### config.mk
export PLATFORM = sky130hd
export DESIGN_NAME = drive_state_keeper_flat
export DESIGN_NICKNAME = d
export VERILOG_FILES = /design/src/rtl/drive_state_keeper_pkg.sv /design/src/rtl/drive_state_keeper_if.sv /design/src/rtl/turn_blinker.sv /design/src/rtl/drive_state_keeper.sv /design/src/flat_wrapper.sv
export SDC_FILE = /design/constraint.sdc
export NUM_CORES = 1
export LEC_CHECK = 0
export CELL_PAD_IN_SITES_DETAIL_PLACEMENT = 1
export CELL_PAD_IN_SITES_GLOBAL_PLACEMENT = 2
export CORE_AREA = 2 2 115 200
export CTS_CLUSTER_DIAMETER = 60
export DETAILED_ROUTE_END_ITERATION = 10
export DIE_AREA = 0 0 117 202
export PLACE_DENSITY = 0.74
export SLEW_MARGIN = 20
export SYNTH_ARGS = -nofsm -noshare
export SYNTH_HDL_FRONTEND = slang
export SYNTH_SLANG_ARGS = --single-unit
### constraint.sdc
create_clock -name clk -period 1.8 [get_ports clk]
set_input_delay 0.36 -clock clk [delete_from_list [all_inputs] [get_ports clk]]
set_output_delay 0.36 -clock clk [all_outputs]
set_load 0.005 [all_outputs]
### src/rtl/drive_state_keeper_pkg.sv
//------------------------------------------------------------------------------
// drive_pkg : shared run/moving state encodings and power levels
// Rev 1.0
//------------------------------------------------------------------------------
`default_nettype none

package drive_pkg;

    typedef enum logic [1:0] {
        NSTART = 2'b00,
        START  = 2'b01,
        MOVING = 2'b10
    } run_state_e;

    localparam logic [3:0] NON_MOVING   = 4'b0000;
    localparam logic [3:0] MOVE_FORWARD = 4'b0001;
    localparam logic [3:0] MOVE_BACK    = 4'b0010;
    localparam logic [3:0] TURN_LEFT    = 4'b0100;
    localparam logic [3:0] TURN_RIGHT   = 4'b1000;

    localparam logic POFF = 1'b0;
    localparam logic PON  = 1'b1;

endpackage

`default_nettype wire

### src/rtl/drive_state_keeper_if.sv
//------------------------------------------------------------------------------
// drive_state_keeper_if : controller <-> state keeper signal bundle
// Rev 1.0
//------------------------------------------------------------------------------
`default_nettype none

interface drive_state_keeper_if;
    logic        power_on_btn;
    logic        power_off_btn;
    logic        activity;
    logic        manual_power;
    logic [1:0]  next_state;
    logic [3:0]  next_moving_state;
    logic        turn_left_req;
    logic        turn_right_req;
    logic        power;
    logic [1:0]  state;
    logic [3:0]  moving_state;
    logic        turn_left_light;
    logic        turn_right_light;
    logic [13:0] mileage;

    modport master (
        output power_on_btn, power_off_btn, activity, manual_power,
               next_state, next_moving_state, turn_left_req, turn_right_req,
        input  power, state, moving_state, turn_left_light, turn_right_light, mileage
    );

    modport slave (
        input  power_on_btn, power_off_btn, activity, manual_power,
               next_state, next_moving_state, turn_left_req, turn_right_req,
        output power, state, moving_state, turn_left_light, turn_right_light, mileage
    );
endinterface

`default_nettype wire

### src/rtl/turn_blinker.sv
//------------------------------------------------------------------------------
// turn_blinker : one turn light, lit on request rise, toggles every HALF cycles
// Rev 1.0
//------------------------------------------------------------------------------
`default_nettype none

module turn_blinker #(
    parameter int HALF = 50_000_000
) (
    input  wire logic clk,
    input  wire logic rst,
    input  wire logic en,
    input  wire logic req,
    output logic      light
);
    localparam int            PHASE_W    = $clog2(HALF + 1);
    localparam logic [PHASE_W-1:0] PHASE_LAST = PHASE_W'(HALF - 1);

    logic               req_q;
    logic               light_q;
    logic [PHASE_W-1:0] phase_q;

    always_ff @(posedge clk) begin
        if (rst || !(en && req)) begin
            req_q   <= 1'b0;
            light_q <= 1'b0;
            phase_q <= '0;
        end else if (!req_q) begin
            req_q   <= 1'b1;
            light_q <= 1'b1;
            phase_q <= '0;
        end else if (phase_q == PHASE_LAST) begin
            light_q <= ~light_q;
            phase_q <= '0;
        end else begin
            phase_q <= phase_q + 1'b1;
        end
    end

    assign light = light_q;

endmodule

`default_nettype wire

### src/rtl/drive_state_keeper.sv
//------------------------------------------------------------------------------
// drive_state_keeper : power/run/moving state registers, idle off, odometer
// Rev 1.0
//------------------------------------------------------------------------------
`default_nettype none

module drive_state_keeper
    import drive_pkg::*;
#(
    parameter int PRESS_CYCLES = 100_000_000,
    parameter int IDLE_CYCLES  = 1_000_000_000,
    parameter int BLINK_HALF   = 50_000_000,
    parameter int MILE_CYCLES  = 100_000_000
) (
    input  wire logic        clk,
    input  wire logic        rst,
    drive_state_keeper_if.slave bus
);
    localparam int PRESS_W = $clog2(PRESS_CYCLES + 1);
    localparam int IDLE_W  = $clog2(IDLE_CYCLES + 1);
    localparam int MILE_W  = $clog2(MILE_CYCLES + 1);

    localparam logic [PRESS_W-1:0] PRESS_LAST = PRESS_W'(PRESS_CYCLES - 1);
    localparam logic [PRESS_W-1:0] PRESS_MAX  = PRESS_W'(PRESS_CYCLES);
    localparam logic [IDLE_W-1:0]  IDLE_LAST  = IDLE_W'(IDLE_CYCLES - 1);
    localparam logic [MILE_W-1:0]  MILE_LAST  = MILE_W'(MILE_CYCLES - 1);
    localparam logic [13:0]        MILE_TOP   = 14'd9999;

    logic               power_q;
    run_state_e         state_q;
    logic [3:0]         moving_q;
    logic [PRESS_W-1:0] press_cnt_q;
    logic [IDLE_W-1:0]  idle_cnt_q;
    logic [MILE_W-1:0]  mile_cnt_q;
    logic [13:0]        mileage_q;

    logic press_done;
    logic idle_timeout;
    logic power_drop;

    assign press_done   = (power_q == POFF) && bus.power_on_btn && !bus.power_off_btn
                          && (press_cnt_q == PRESS_LAST);
    assign idle_timeout = (state_q != MOVING) && !bus.activity && (idle_cnt_q == IDLE_LAST);
    assign power_drop   = bus.power_off_btn || !bus.manual_power || idle_timeout;

    // Saturates while held so a long press powers on only once; off button wins.
    always_ff @(posedge clk) begin
        if (rst) begin
            press_cnt_q <= '0;
        end else if (bus.power_on_btn && !bus.power_off_btn) begin
            if (press_cnt_q != PRESS_MAX) begin
                press_cnt_q <= press_cnt_q + 1'b1;
            end
        end else begin
            press_cnt_q <= '0;
        end
    end

    always_ff @(posedge clk) begin
        if (rst) begin
            power_q    <= POFF;
            state_q    <= NSTART;
            moving_q   <= NON_MOVING;
            idle_cnt_q <= '0;
        end else if (power_q == POFF || power_drop) begin
            power_q    <= (power_q == POFF && press_done) ? PON : POFF;
            state_q    <= NSTART;
            moving_q   <= NON_MOVING;
            idle_cnt_q <= '0;
        end else begin
            case (bus.next_state)
                NSTART, START, MOVING: begin
                    state_q  <= run_state_e'(bus.next_state);
                    moving_q <= bus.next_moving_state;
                end
                default: begin
                    state_q  <= NSTART;
                    moving_q <= NON_MOVING;
                end
            endcase
            if (bus.activity || state_q == MOVING) begin
                idle_cnt_q <= '0;
            end else begin
                idle_cnt_q <= idle_cnt_q + 1'b1;
            end
        end
    end

    // mileage survives power-off; only rst clears it.
    always_ff @(posedge clk) begin
        if (rst) begin
            mile_cnt_q <= '0;
            mileage_q  <= '0;
        end else if (state_q != MOVING) begin
            mile_cnt_q <= '0;
        end else if (moving_q != NON_MOVING) begin
            if (mile_cnt_q == MILE_LAST) begin
                mile_cnt_q <= '0;
                mileage_q  <= (mileage_q == MILE_TOP) ? 14'd0 : mileage_q + 14'd1;
            end else begin
                mile_cnt_q <= mile_cnt_q + 1'b1;
            end
        end
    end

    turn_blinker #(.HALF(BLINK_HALF)) u_left_blinker (
        .clk   (clk),
        .rst   (rst),
        .en    (power_q),
        .req   (bus.turn_left_req),
        .light (bus.turn_left_light)
    );

    turn_blinker #(.HALF(BLINK_HALF)) u_right_blinker (
        .clk   (clk),
        .rst   (rst),
        .en    (power_q),
        .req   (bus.turn_right_req),
        .light (bus.turn_right_light)
    );

    assign bus.power        = power_q;
    assign bus.state        = state_q;
    assign bus.moving_state = moving_q;
    assign bus.mileage      = mileage_q;

endmodule

`default_nettype wire

### src/flat_wrapper.sv
// flat-port wrapper written by rule: the top's interface ports become plain ports
module drive_state_keeper_flat import drive_pkg::*;
#(
    parameter int PRESS_CYCLES = 100_000_000,
    parameter int IDLE_CYCLES  = 1_000_000_000,
    parameter int BLINK_HALF   = 50_000_000,
    parameter int MILE_CYCLES  = 100_000_000
)
  (clk, rst, bus_power_on_btn, bus_power_off_btn, bus_activity, bus_manual_power, bus_next_state, bus_next_moving_state, bus_turn_left_req, bus_turn_right_req, bus_power, bus_state, bus_moving_state, bus_turn_left_light, bus_turn_right_light, bus_mileage);
  drive_state_keeper_if bus_i ();
  input  wire logic clk;
  input  wire logic rst;
  input wire logic [$bits(bus_i.power_on_btn)-1:0] bus_power_on_btn;
  input wire logic [$bits(bus_i.power_off_btn)-1:0] bus_power_off_btn;
  input wire logic [$bits(bus_i.activity)-1:0] bus_activity;
  input wire logic [$bits(bus_i.manual_power)-1:0] bus_manual_power;
  input wire logic [$bits(bus_i.next_state)-1:0] bus_next_state;
  input wire logic [$bits(bus_i.next_moving_state)-1:0] bus_next_moving_state;
  input wire logic [$bits(bus_i.turn_left_req)-1:0] bus_turn_left_req;
  input wire logic [$bits(bus_i.turn_right_req)-1:0] bus_turn_right_req;
  output wire logic [$bits(bus_i.power)-1:0] bus_power;
  output wire logic [$bits(bus_i.state)-1:0] bus_state;
  output wire logic [$bits(bus_i.moving_state)-1:0] bus_moving_state;
  output wire logic [$bits(bus_i.turn_left_light)-1:0] bus_turn_left_light;
  output wire logic [$bits(bus_i.turn_right_light)-1:0] bus_turn_right_light;
  output wire logic [$bits(bus_i.mileage)-1:0] bus_mileage;
  assign bus_i.power_on_btn = bus_power_on_btn;
  assign bus_i.power_off_btn = bus_power_off_btn;
  assign bus_i.activity = bus_activity;
  assign bus_i.manual_power = bus_manual_power;
  assign bus_i.next_state = bus_next_state;
  assign bus_i.next_moving_state = bus_next_moving_state;
  assign bus_i.turn_left_req = bus_turn_left_req;
  assign bus_i.turn_right_req = bus_turn_right_req;
  assign bus_power = bus_i.power;
  assign bus_state = bus_i.state;
  assign bus_moving_state = bus_i.moving_state;
  assign bus_turn_left_light = bus_i.turn_left_light;
  assign bus_turn_right_light = bus_i.turn_right_light;
  assign bus_mileage = bus_i.mileage;
  drive_state_keeper #(.PRESS_CYCLES(PRESS_CYCLES), .IDLE_CYCLES(IDLE_CYCLES), .BLINK_HALF(BLINK_HALF), .MILE_CYCLES(MILE_CYCLES)) u_core (.clk(clk), .rst(rst), .bus(bus_i));
endmodule
==> parameters.txt <==
Parameter                              Value

Layout
  Fin nets    1,075
  Layout filler cell count    2,562
  Sequential standard cell area    3270 sq um
  Ant. Diodes    0
  Post-route insts no fill    1,363
  Multi-input gate area in the final layout    4500 sq um
  Final std cell area, no fill    10,600 sq um
  Final cell utilization of the core    48.2%
  Area growth from synthesis to layout    44.4%
  Fraction of final layout cells with drive strength greater than 1    30.6%

STA
  Setup repair after global routing missed its margin    true
  Post-route fraction of the period consumed by the critical path    102%
  Maximum achievable frequency    0.543 GHz
  Slew headroom    71.4%
  Count of endpoints failing setup in the final report    27
  Final number of hold-violating endpoints    0
  Setup skew after layout    8.80 ps
  Post-layout worst setup margin    -40.6 ps
  Worst-Margin Slew    425 ps
  Number of slew-limit violations in the final report    0
  Final Critical Period    1840 ps

Hold path
  Hold Crit Class    flip-flop to flip-flop

Routing
  Total detailed-routing wirelength    20.6 mm
  Antenna violation net count after detailed routing    0
  Average vias per placed instance    4.94
  1st-iter DRT viols    246
  Overall via count from detail_route    6,729
  Per-cell routed wire length    15.1 um
  Number of optimization iterations in the first detailed-route pass    4
  Residual DRC count    0

Critical path
  Delay of the slowest cell on the worst path    490 ps
  Worst-path fanout max    5
  Worst Setup Path Type    flip-flop to flip-flop
  CP arrival    2220 ps
  Setup crit start kind    flip-flop
  CP cell instances    nor4b_4 -> and4_4 -> nand4b_4 -> or4_1 -> a21oi_1
  Critical path capture point type    flip-flop
  Library cell contributing the largest single delay on the critical path    sky130_fd_sc_hd__or4_1
  CP required    2180 ps

Yosys
  Simple-gate share of the synthesized area    34.0%
  Syn_nets    873
  Post-synthesis instance total    852
  Most instantiated cells after synthesis    161 x sky130_fd_sc_hd__dfxtp_1, 161 x sky130_fd_sc_hd__nor2_1, 73 x sky130_fd_sc_hd__xor2_1
  Multiplexer area fraction after synthesis    0.272%
  Post-synth top area share    43.7%
  Async SR Flop Fraction    0%
  Mean instance size in the synthesized netlist    8.65 sq um
  Fraction of the yosys area taken by sequential cells    43.7%
  Cell type with the highest aggregate area in the netlist    sky130_fd_sc_hd__dfxtp_1
  Count of flip-flops with a built-in enable after synthesis    0
  Synth Area in XOR/XNOR    14.9%
  Post-Syn Area    7370 sq um
  Most common flop cell mapped by yosys    sky130_fd_sc_hd__dfxtp_1
  Top post-synthesis cells by area    sky130_fd_sc_hd__dfxtp_1 44%, sky130_fd_sc_hd__xor2_1 8.7%, sky130_fd_sc_hd__nor2_1 8.2%, sky130_fd_sc_hd__xnor2_1 6.2%, sky130_fd_sc_hd__nand3_1 3.9%
  Compound-cell area share of the yosys netlist    3.48%
  Arithmetic-cell share of the synthesized area counting full adders, half adders and majority gates    1.19%
  Unique cell type count in the Yosys netlist    53
  Largest family of logic cells by synthesized area    simple AND/OR/NAND/NOR gates
  Post-synthesis sequential element count    161
  Count of warnings emitted by yosys    0

Clock network
  Quantity of hold-fixing buffers added after cts    0
  Root Driver    sky130_fd_sc_hd__clkbuf_16
  CTS buffer count    17
  Count of H-tree levels built during CTS    4
  Clock transition time at the flip-flop clock pins of the worst setup and hold paths    60 ps
  Sinks on Clock Net    161
  CTS tree    done
  Latest clock arrival within the worst-skew pair    450 ps
  Maximum buffer depth of the clock tree    2

Placement
  Count of input and output buffers    36
  Cell area reported after detailed placement    9210 sq um
  HPWL after detailed placement    14.3 mm
  Cell Count Post-Placement    1,314
  Placer congestion estimate    0.750
  Worst slack at placement    -101 ps

Global routing
  GRT overflow    0
  Antenna violations before repair    0
  Number of global-route vias before repair    7,117
  Total global-route track usage    17.9%
  Pin count of the biggest net entering global routing    27
  Global-route wire length before repair    33.5 mm

Status
  Failing checks    setup timing
  Status    complete, but fails checks

Floorplan
  Placement Rows    72
  Horiz. Die Dim    117 um
  I/O pin count    37
  Die ar.    23,600 sq um
  Initial standard-cell utilization of the core    33.4%
  Die height    202 um
  Core area    22,100 sq um

Pwr
  Worst supply voltage drop on vdd    0.609 mV
  Pwr dens    714 nW/um^2
  Sum of internal, switching and leakage power    7.60 mW
  Leakage dissipation    3.91 nW

Flow run
  Total of max-cap violations    0
## placed cells by master (no fill, tap or decap), types with 22 or more instances in the layout
master,Yosys,routed
sky130_fd_sc_hd__buf_4,3,150
sky130_fd_sc_hd__clkdlybuf4s50_1,0,22
sky130_fd_sc_hd__nand3_1,58,50
sky130_fd_sc_hd__xnor2_1,52,52
sky130_fd_sc_hd__dfxtp_2,0,29
sky130_fd_sc_hd__xor2_1,73,70
sky130_fd_sc_hd__nor2_1,161,147
sky130_fd_sc_hd__nand2_1,61,61
sky130_fd_sc_hd__nand4_1,40,40
sky130_fd_sc_hd__dfxtp_1,161,130
## worst max-delay path: cells and delay by family, from the launching register on
kind / cells / cell delay [ps]
AO/OA/AOI/OAI: 1 / 160
AND/OR/NAND/NOR: 4 / 1260
flip-flops: 1 / 350
## path summary, 6_finish.rpt
kind / startpoint / to / slack [ps] / depth (start not counted)
worst max-delay path: u_core.mile_cnt_q[12]$_SDFFE_PP0P_ / u_core.bus.mileage[6]$_SDFFE_PP0P_ / -40 / 5
worst min register to register: u_core.u_right_blinker.phase_q[0]$_SDFF_PP0_ / u_core.u_right_blinker.phase_q[0]$_SDFF_PP0_ / 460 / 1
worst max register to register: u_core.mile_cnt_q[12]$_SDFFE_PP0P_ / u_core.bus.mileage[6]$_SDFFE_PP0P_ / -40 / 5
worst min-delay path: u_core.u_right_blinker.phase_q[0]$_SDFF_PP0_ / u_core.u_right_blinker.phase_q[0]$_SDFF_PP0_ / 460 / 1
## layer usage
layer,routed length [um],GRT usage (%),up-vias
li1,-,-,3360
met1,7770,18.0,3279
met2,11900,34.5,62
met3,455,3.84,28
met4,461,6.97,0
met5,0,0,-
## stage by stage
step / hold slack (ps) / setup TNS, ps
after floorplan: 412 / 0
after global placement: 424 / -1770
after detailed placement: 431 / -3120
after CTS: 446 / -268
after global routing: 474 / -2710
final: 456 / -663
## layout make-up
cell class | count | share of cell area, %
timing repair buffer | 205 | 16.9
inverter | 17 | 0.600
clock buffer | 23 | 4.59
multi-input combinational | 652 | 42.3
tap | 296 | 3.48
clock inverter | 9 | 1.43
sequential | 161 | 30.7
## state kept, by name, summed over array words and instances, names as in the netlist
register                        count
u_core.u_left_blinker.req_q         1
u_core.u_left_blinker.light         1
u_core.bus.mileage                 14
u_core.u_left_blinker.phase_q      26
u_core.bus.moving_state             4
u_core.u_right_blinker.phase_q     26
u_core.press_cnt_q                 27
u_core.u_right_blinker.light        1
u_core.idle_cnt_q                  30
u_core.bus.state                    2
u_core.u_right_blinker.req_q        1
u_core.mile_cnt_q                  27
u_core.bus.power                    1
## report_power, final
part	internal (mW)	switching [mW]
sequential	3.56	0.000930
combinational	0.0395	0.0324
clock	2.47	1.50
## kinds of logic (layout without fill, tap and decap cells)
family / after synthesis / after routing
buffers and inverters: 40 / 254
DFF: 161 / 161
and+or+nand+nor: 471 / 472
AOI/OAI and AO/OA: 46 / 46
muxes: 2 / 2
xor gates and xnor gates: 125 / 125
adders and majority gates: 7 / 7
## timing repair
action | in CTS | in global routing
gates cloned | 1 | 4
pin swaps | 9 | 51
setup buffers | 4 | 9
endpoints found under the setup margin | 93 | 133
resized for setup | 36 | 122
endpoints found under the hold margin | 0 | 0
(Power assumes the default switching activity.)
